File: src/rtl/traffic_pkg.sv
// Shared lane indices, widths and bus-slice mapping for the Breadboard lane bus.
package traffic_pkg;
   localparam int NUM_LANES = 8;
   localparam int COUNT_W   = 8;
   localparam int LANE_W    = $clog2(NUM_LANES);

   localparam int LANE_S1 = 0;
   localparam int LANE_S2 = 1;
   localparam int LANE_E1 = 2;
   localparam int LANE_E2 = 3;
   localparam int LANE_N1 = 4;
   localparam int LANE_N2 = 5;
   localparam int LANE_W1 = 6;
   localparam int LANE_W2 = 7;

   typedef enum logic {L_IDLE = 1'b0, L_DRAIN = 1'b1} lane_state_e;

   typedef struct packed {
      logic [LANE_W-1:0]  idx;
      logic [COUNT_W-1:0] cnt;
   } lane_stat_t;

   // Bus order is {W1,W2,S1,S2,E1,E2,N1,N2}, not lane-index order.
   function automatic int lane_offset(input int lane);
      case (lane)
         LANE_S1: lane_offset = 40;
         LANE_S2: lane_offset = 32;
         LANE_E1: lane_offset = 24;
         LANE_E2: lane_offset = 16;
         LANE_N1: lane_offset = 8;
         LANE_N2: lane_offset = 0;
         LANE_W1: lane_offset = 56;
         default: lane_offset = 48;
      endcase
   endfunction
endpackage

File: src/rtl/lane_counter.sv
// One lane: waiting-vehicle count with saturation, plus the green-time departure timer.
module lane_counter
   import traffic_pkg::*;
#(
   parameter int DEPART_CYCLES = 4,
   parameter int MAX_COUNT     = 255
) (
   input  logic               clk,
   input  logic               rst,
   input  logic               clear,
   input  logic               arrive,
   input  logic               green,
   output logic [COUNT_W-1:0] count,
   output logic [COUNT_W-1:0] count_next
);
   localparam int TW = $clog2(DEPART_CYCLES + 1);

   logic [TW-1:0] timer, timer_next;
   lane_state_e   state;
   logic          dep;

   always_comb begin
      state = (green && count != '0) ? L_DRAIN : L_IDLE;
      dep   = (state == L_DRAIN) && (timer == TW'(DEPART_CYCLES - 1));
   end

   // Leaving DRAIN discards partial progress, so a re-green waits a full period.
   always_comb begin
      timer_next = '0;
      if (!clear && state == L_DRAIN && !dep)
         timer_next = timer + 1'b1;
   end

   always_comb begin
      count_next = count;
      if (clear)
         count_next = '0;
      else if (arrive && !dep) begin
         if (count < COUNT_W'(MAX_COUNT))
            count_next = count + 1'b1;
      end else if (dep && !arrive)
         count_next = count - 1'b1;
   end

   always_ff @(posedge clk or negedge rst) begin
      if (!rst) begin
         count <= '0;
         timer <= '0;
      end else begin
         count <= count_next;
         timer <= timer_next;
      end
   end
endmodule

File: src/rtl/lane_queue_tracker.sv
// Per-lane queue counts packed onto the Breadboard lane bus, plus busiest-lane report.
module lane_queue_tracker
   import traffic_pkg::*;
#(
   parameter int DEPART_CYCLES = 4,
   parameter int MAX_COUNT     = 255
) (
   input  logic                           clk,
   input  logic                           rst,
   input  logic                           clear,
   input  logic [NUM_LANES-1:0]           arrive,
   input  logic [NUM_LANES-1:0]           greenIn,
   output logic [NUM_LANES*COUNT_W-1:0]   lanes,
   output logic [LANE_W-1:0]              maxLane,
   output logic [COUNT_W-1:0]             maxCount,
   output logic                           anyWaiting
);
   logic [NUM_LANES-1:0][COUNT_W-1:0] cnt, cnt_nxt;
   lane_stat_t                        best;
   logic                              any_nxt;

   for (genvar g = 0; g < NUM_LANES; g++) begin : g_lane
      lane_counter #(
         .DEPART_CYCLES (DEPART_CYCLES),
         .MAX_COUNT     (MAX_COUNT)
      ) u_lane (
         .clk        (clk),
         .rst        (rst),
         .clear      (clear),
         .arrive     (arrive[g]),
         .green      (greenIn[g]),
         .count      (cnt[g]),
         .count_next (cnt_nxt[g])
      );
   end

   always_comb begin
      lanes = '0;
      for (int k = 0; k < NUM_LANES; k++)
         lanes[lane_offset(k) +: COUNT_W] = cnt[k];
   end

   // Strict '>' keeps the lowest index on ties; all-zero falls out as lane 0, count 0.
   always_comb begin
      best.idx = '0;
      best.cnt = cnt_nxt[0];
      any_nxt  = 1'b0;
      for (int k = 0; k < NUM_LANES; k++) begin
         any_nxt = any_nxt | (cnt_nxt[k] != '0);
         if (cnt_nxt[k] > best.cnt) begin
            best.idx = LANE_W'(k);
            best.cnt = cnt_nxt[k];
         end
      end
   end

   always_ff @(posedge clk or negedge rst) begin
      if (!rst) begin
         maxLane    <= '0;
         maxCount   <= '0;
         anyWaiting <= 1'b0;
      end else begin
         maxLane    <= best.idx;
         maxCount   <= best.cnt;
         anyWaiting <= any_nxt;
      end
   end
endmodule

File: config.mk
export PLATFORM = sky130hd
export DESIGN_NAME = lane_queue_tracker
export DESIGN_NICKNAME = d
export VERILOG_FILES = /design/src/rtl/traffic_pkg.sv /design/src/rtl/lane_counter.sv /design/src/rtl/lane_queue_tracker.sv
export SDC_FILE = /design/constraint.sdc
export NUM_CORES = 1
export LEC_CHECK = 0
export BUFFER_PORTS_ARGS = -buffer_cell sky130_fd_sc_hd__buf_2
export CAP_MARGIN = 20
export CORE_MARGIN = 2
export CORE_UTILIZATION = 30
export CTS_CLUSTER_SIZE = 24
export DETAILED_ROUTE_END_ITERATION = 8
export HOLD_SLACK_MARGIN = 0.02
export PLACE_DENSITY_LB_ADDON = 0.08
export SYNTH_ARGS = -nofsm -noshare
export SYNTH_HDL_FRONTEND = slang
export SYNTH_SLANG_ARGS = --single-unit
File: constraint.sdc
create_clock -name clk -period 12.9 [get_ports clk]
set_input_delay 2.58 -clock clk [delete_from_list [all_inputs] [get_ports clk]]
set_output_delay 2.58 -clock clk [all_outputs]
set_load 0.05 [all_outputs]
==> qor.txt, run 1 <==
Skew final -> 12.9 ps
Detailed Place HPWL -> 23600 um
Dpl ws -> -1420 ps
Drt initial violations -> 549
Initial core utilization -> 30.4%
Row count -> 63
Longest Clk Path Bufs -> 2
Largest net degree at the start of global routing -> 53
IO Port Bufs -> 94
Synthesized cell area -> 0.00899 mm2
Core box area -> 0.0296 mm2
RSZ-0062 raised after global routing -> yes
Vias/cell -> 5.29
Worst-path clk slew -> 70 ps
Max frequency -> 74.3 MHz
Mean Syn Cell Area -> 8.14 um2
Critical path's largest stage delay -> 500 ps
Area grow syn2layout -> 35.6%
Max-capacitance violation count -> 0
Root buffer cell -> clkbuf_16
Layout cells sized above 1 -> 32.4%
Period minus WS final -> 13460 ps
Drt total wl -> 30800 um
Ys Warns -> 0
Vias -> 9281
Height of the die -> 177 um
First-pass GRT wire length -> 49500 um
Dpl cell area -> 0.0110 mm2
Final setup margin -> -564 ps
Top cells by area, synth -> dfrtp_1 (28%), ha_1 (13%), nor2_1 (5.1%)
Critical Path End Type -> flip-flop
Pre-Repair DR Iteration Count -> 6
Hold WC Path Type -> reg2reg
Clock Latency Late Sink -> 360 ps
Layout net count -> 1473
# clock sinks -> 100
Grt ovf -> 0
Worst Path Required -> 13170 ps
CTS HTree Levels -> 3
Crit Path Max Fanout -> 7
Startpoint Class -> input pin
Vias in the first global route -> 9016
Slew @ Worst Pin -> 1020 ps
Ports -> 95
Most frequent cell after synthesis -> nor2_1
Antenna viol nets, final -> 0
CTS tree -> built
Initial antenna violation count -> 0
Util after Layout -> 41.2%
Top_reg_cell synth -> dfrtp_1
Synthesized Nets -> 1217
# diodes -> 0
Design Area, Final -> 0.0122 mm2
Fin crit share -> 104%
Register area share after synthesis -> 27.8%
Distinct cell type count after synthesis -> 85
Synth top area share -> 27.8%
Slew Limit Fails -> 0
TritonCTS Buffers -> 9
Failing checks -> negative setup slack
Number of flops mapped to enable cells by yosys -> 0
Leading post-synthesis cells by instance count -> nor2_1 (123), dfrtp_1 (100), ha_1 (94)
WS Path Type -> in2reg
Cell type with the largest total area after synthesis -> dfrtp_1
Slowest-stage cell, CP -> or4_4
DRC -> 0
Outcome -> finished with violations
Global router's overall resource usage -> 19.9%
Synth Register Bits -> 100
Syn Inst Count -> 1104
Crit path DAT -> 13740 ps
Endpoints failing hold -> 0
Slew HR -> 30.4%
Asr flop ratio synth -> 100%
GP Congestion -> 0.878
Chip Width -> 177 um
Top cell by count, worst path -> buf_4
WL per Instance -> 17.6 um
Die Area -> 0.0314 mm2
Final setup viols -> 11
## metrics by stage
stage	cells	hold slack [ps]	setup TNS, ps
floorplan	1104	410	-6800
global placement	1701	425	-15160
detailed placement	1701	425	-14380
CTS	1743	435	-5260
global route	1755	447	-12280
finish	1755	431	-5280
## sequential cells by signal, summed over array words and instances (netlist names)
name and flops:
g_lane.u_lane.count 64, g_lane.u_lane.timer 24, maxCount 8, maxLane 3
anyWaiting 1
## final timing paths
| path | slack, ps | to | start | cells after the start |
|---|---|---|---|---|
| setup / recovery | -560 | maxCount[7] | arrive[1] | 69 |
| min in group asynchronous | 2240 | g_lane[1].u_lane.timer[2] | rst | 1 |
| setup reg to reg | 580 | maxCount[7] | g_lane[1].u_lane.count[1] | 71 |
| max in group asynchronous | 9500 | g_lane[5].u_lane.count[7] | rst | 2 |
| hold reg to reg | 430 | g_lane[3].u_lane.timer[0] | g_lane[3].u_lane.timer[0] | 1 |
| hold / removal | 430 | g_lane[3].u_lane.timer[0] | g_lane[3].u_lane.timer[0] | 1 |
## layer usage
metal  track usage (%)  up-vias  wire length (um)
met1              28.7     4421             15000
met4              5.99        0               773
met2              30.8      215             13600
met5                 0        -                 0
li1                  -     4598                 -
met3              2.51       47              1420
## critical path, delay by kind of cell
kind            cells  cell delay (ps)
buf+inv            21             2750
fa+ha+maj           6             1650
compound gates     23             3820
xor+xnor            1              100
mux                 1              300
simple gates       17             2540
## area by class of cell
type / count / area [um2]
fillers: 3070 / 17400
multi-input cells: 871 / 6520
flip-flops and latches: 100 / 2500
repair buffers: 291 / 2010
well taps: 390 / 488
inverters: 87 / 327
clock buffers: 10 / 229
clock inverters: 6 / 111
## what timing repair did
item,4_1_cts,5_1_grt
pin swaps,45,39
hold buffers,0,0
setup buffers,26,12
gates resized for setup,71,40
setup endpoints to repair,11,11
cloned,1,0
## kinds of logic (layout without fill, tap and decap cells)
logic type	after synthesis	count (layout)	share of synthesized area (%)
adders and majority gates	94	94	13.1
AOI/OAI and AO/OA	271	271	21.7
muxes	18	18	2.13
xor gates and xnor gates	23	23	2.24
buffers and inverters	133	394	5.75
and+or+nand+nor	465	465	27.3
DFF	100	100	27.8
## cell usage in the layout (no fill, tap or decap), types with 9 or more instances in the layout
master and count:
xor2_1 11, dfrtp_1 100, a21o_1 20, buf_4 186, inv_1 86, clkbuf_16 9, nand3_1 40, xnor2_1 11
nand2_1 83, nand4_1 25, a31oi_1 13, a21oi_1 42, nor2b_1 12, nor2_1 118, ha_1 85, buf_6 12
and3_1 15, buf_2 92, o21ai_0 28, o211ai_1 15, nor4_1 19, o21a_1 15, a211oi_1 14, nor3_1 25
and4_1 11, or3_1 10
Power of run 1 is not shown: default switching activity piles up to over one toggle a cycle in this logic, so the estimate is an artifact.
==> inputs of run 2 (changes only) <==
==> constraint.sdc (replaced) <==
create_clock -name clk -period 12.9 [get_ports clk]
set_input_delay 0 -clock clk [delete_from_list [all_inputs] [get_ports clk]]
set_output_delay 0 -clock clk [all_outputs]
set_load 0.05 [all_outputs]
==> qor.txt, run 2 (synthesis results as in run 1) <==
Registers with the most flip-flops -> g_lane.u_lane.count (64), g_lane.u_lane.timer (24), maxCount (8)
Commonest non-fill, non-tap cell in the layout -> nor2_1
CTS tree -> built
Height of the die -> 177 um
Vias in the first global route -> 8317
Root buffer cell -> clkbuf_16
# clock sinks -> 100
Chip Width -> 177 um
Stages on the worst setup path -> 61
Max frequency -> 81.8 MHz
Critical Path End Type -> flip-flop
Top cell by count, worst path -> ha_1
WP buf/inv -> 5
Clock Latency Late Sink -> 360 ps
Max-capacitance violation count -> 0
R2R setup slack -> 680 ps
Overall power -> 3.63 mW
Sw power -> 1.80 mW
Clock Power Share -> 7.4%
Pwr per Cell Area -> 332 mW/mm2
TritonCTS Buffers -> 9
Commonest cells after routing, fill and taps aside -> nor2_1 (122), dfrtp_1 (98), ha_1 (93), buf_2 (93), nand2_1 (85)
Crit Path Max Fanout -> 10
Final setup viols -> 0
GP Congestion -> 0.864
Gate power share -> 81.3%
Vias/cell -> 5.30
Detailed Place HPWL -> 23300 um
Grt ovf -> 0
Period minus WS final -> 12220 ps
Startpoint Class -> flip-flop
Top delay family on crit path -> compound AO/OA/AOI/OAI gates
Sw frac -> 49.6%
Fin crit share -> 94.7%
Initial antenna violation count -> 0
Die Area -> 0.0314 mm2
Hold WC Path Type -> in2async
Reg2reg path depth -> 61
IO Port Bufs -> 94
Worst Path Required -> 13150 ps
Slew @ Worst Pin -> 1080 ps
Worst-path clk slew -> 80 ps
Ports -> 95
Worst IR Drop VDD -> 0.292 mV
Dpl cell area -> 0.0102 mm2
First-pass GRT wire length -> 47400 um
Drt total wl -> 29700 um
Antenna viol nets, final -> 0
Setup crit start -> g_lane[0].u_lane.count[0]
Crit path DAT -> 12470 ps
TNS Setup -> 0 ps
Initial core utilization -> 30.4%
Crit path capture -> maxCount[5]
Dpl cells -> 1602
Pre-Repair DR Iteration Count -> 5
Worst R2R End -> maxCount[5]
Worst hold slack -> 200 ps
Endpoints failing hold -> 0
Largest net degree at the start of global routing -> 52
Longest Clk Path Bufs -> 2
Critical path's largest stage delay -> 500 ps
Drt initial violations -> 569
# diodes -> 0
Outcome -> finished clean
LEAKAGE -> 5.24 nW
Largest register FFs -> 64
Row count -> 63
Slowest-stage cell, CP -> or4b_1
Global router's overall resource usage -> 19.2%
R2r startpoint -> g_lane[0].u_lane.count[0]
Design Area, Final -> 0.0109 mm2
WL per Instance -> 18.1 um
Skew final -> 9.77 ps
Top reg by flops -> g_lane.u_lane.count
DRC -> 0
WS Path Type -> reg2reg
Area grow syn2layout -> 21.5%
Share of power burned in registers -> 11.3%
Slew HR -> 26.2%
Layout net count -> 1355
Slew Limit Fails -> 0
CTS HTree Levels -> 3
Core box area -> 0.0296 mm2
Final Non-Filler Cells -> 1637
Layout cells sized above 1 -> 22.5%
Internal -> 1.83 mW
Vias -> 8670
[run 2: worst min-delay path by stage]
stage,startpoint,end,slack [ps],depth (start not counted)
global placement,rst,g_lane[0].u_lane.timer[1],90,1
CTS,greenIn[6],g_lane[6].u_lane.count[6],190,3
floorplan,rst,anyWaiting,-300,0
detailed placement,rst,g_lane[0].u_lane.timer[1],80,1
global route,arrive[5],g_lane[5].u_lane.count[6],230,4
finish,rst,g_lane[0].u_lane.timer[1],200,2
[run 2: cell type report]
class	instances	area, um2
Fill cell	3140	18600
Tap cell	390	488
Sequential cell	100	2500
Clock buffer	9	225
Inverter	87	327
Multi-Input combinational cell	871	6230
Timing Repair Buffer	173	1090
Clock inverter	7	58.8
[run 2: power by group through the flow]
stage	Sequential (mW)	Clock, mW	Combinational (mW)
after floorplan	0.505	0	1.70
after global placement	0.415	0	2.71
after detailed placement	0.413	0	2.68
after CTS	0.408	0.283	2.72
after global routing	0.415	0.296	3.30
final	0.408	0.269	2.95
[run 2: per-layer routing]
metal  vias up  routed length [um]  global-route usage, %
li1       4352                   -                      -
met1      4175               14700                   27.9
met2       129               13800                   30.6
met3        14                 903                   2.15
met4         0                 243                   3.68
met5         -                   0                      0
[run 2: per-stage QoR]
step	setup WS (ps)	util, %
finish	679	37.0
global route	-115	37.0
CTS	86.4	35.8
detailed placement	-57.0	34.6
global placement	0.577	34.6
floorplan	30.7	-
[run 2: repair_timing]
action                                  CTS  global route
endpoints found under the setup margin    7            11
pin swaps                                 0            15
resized for setup                         3            56
hold buffers                              8             0
gates cloned                              0             0
hold endpoints to repair                 70             0
buffers inserted                          0            11
Power figures use the tool's default switching activity.
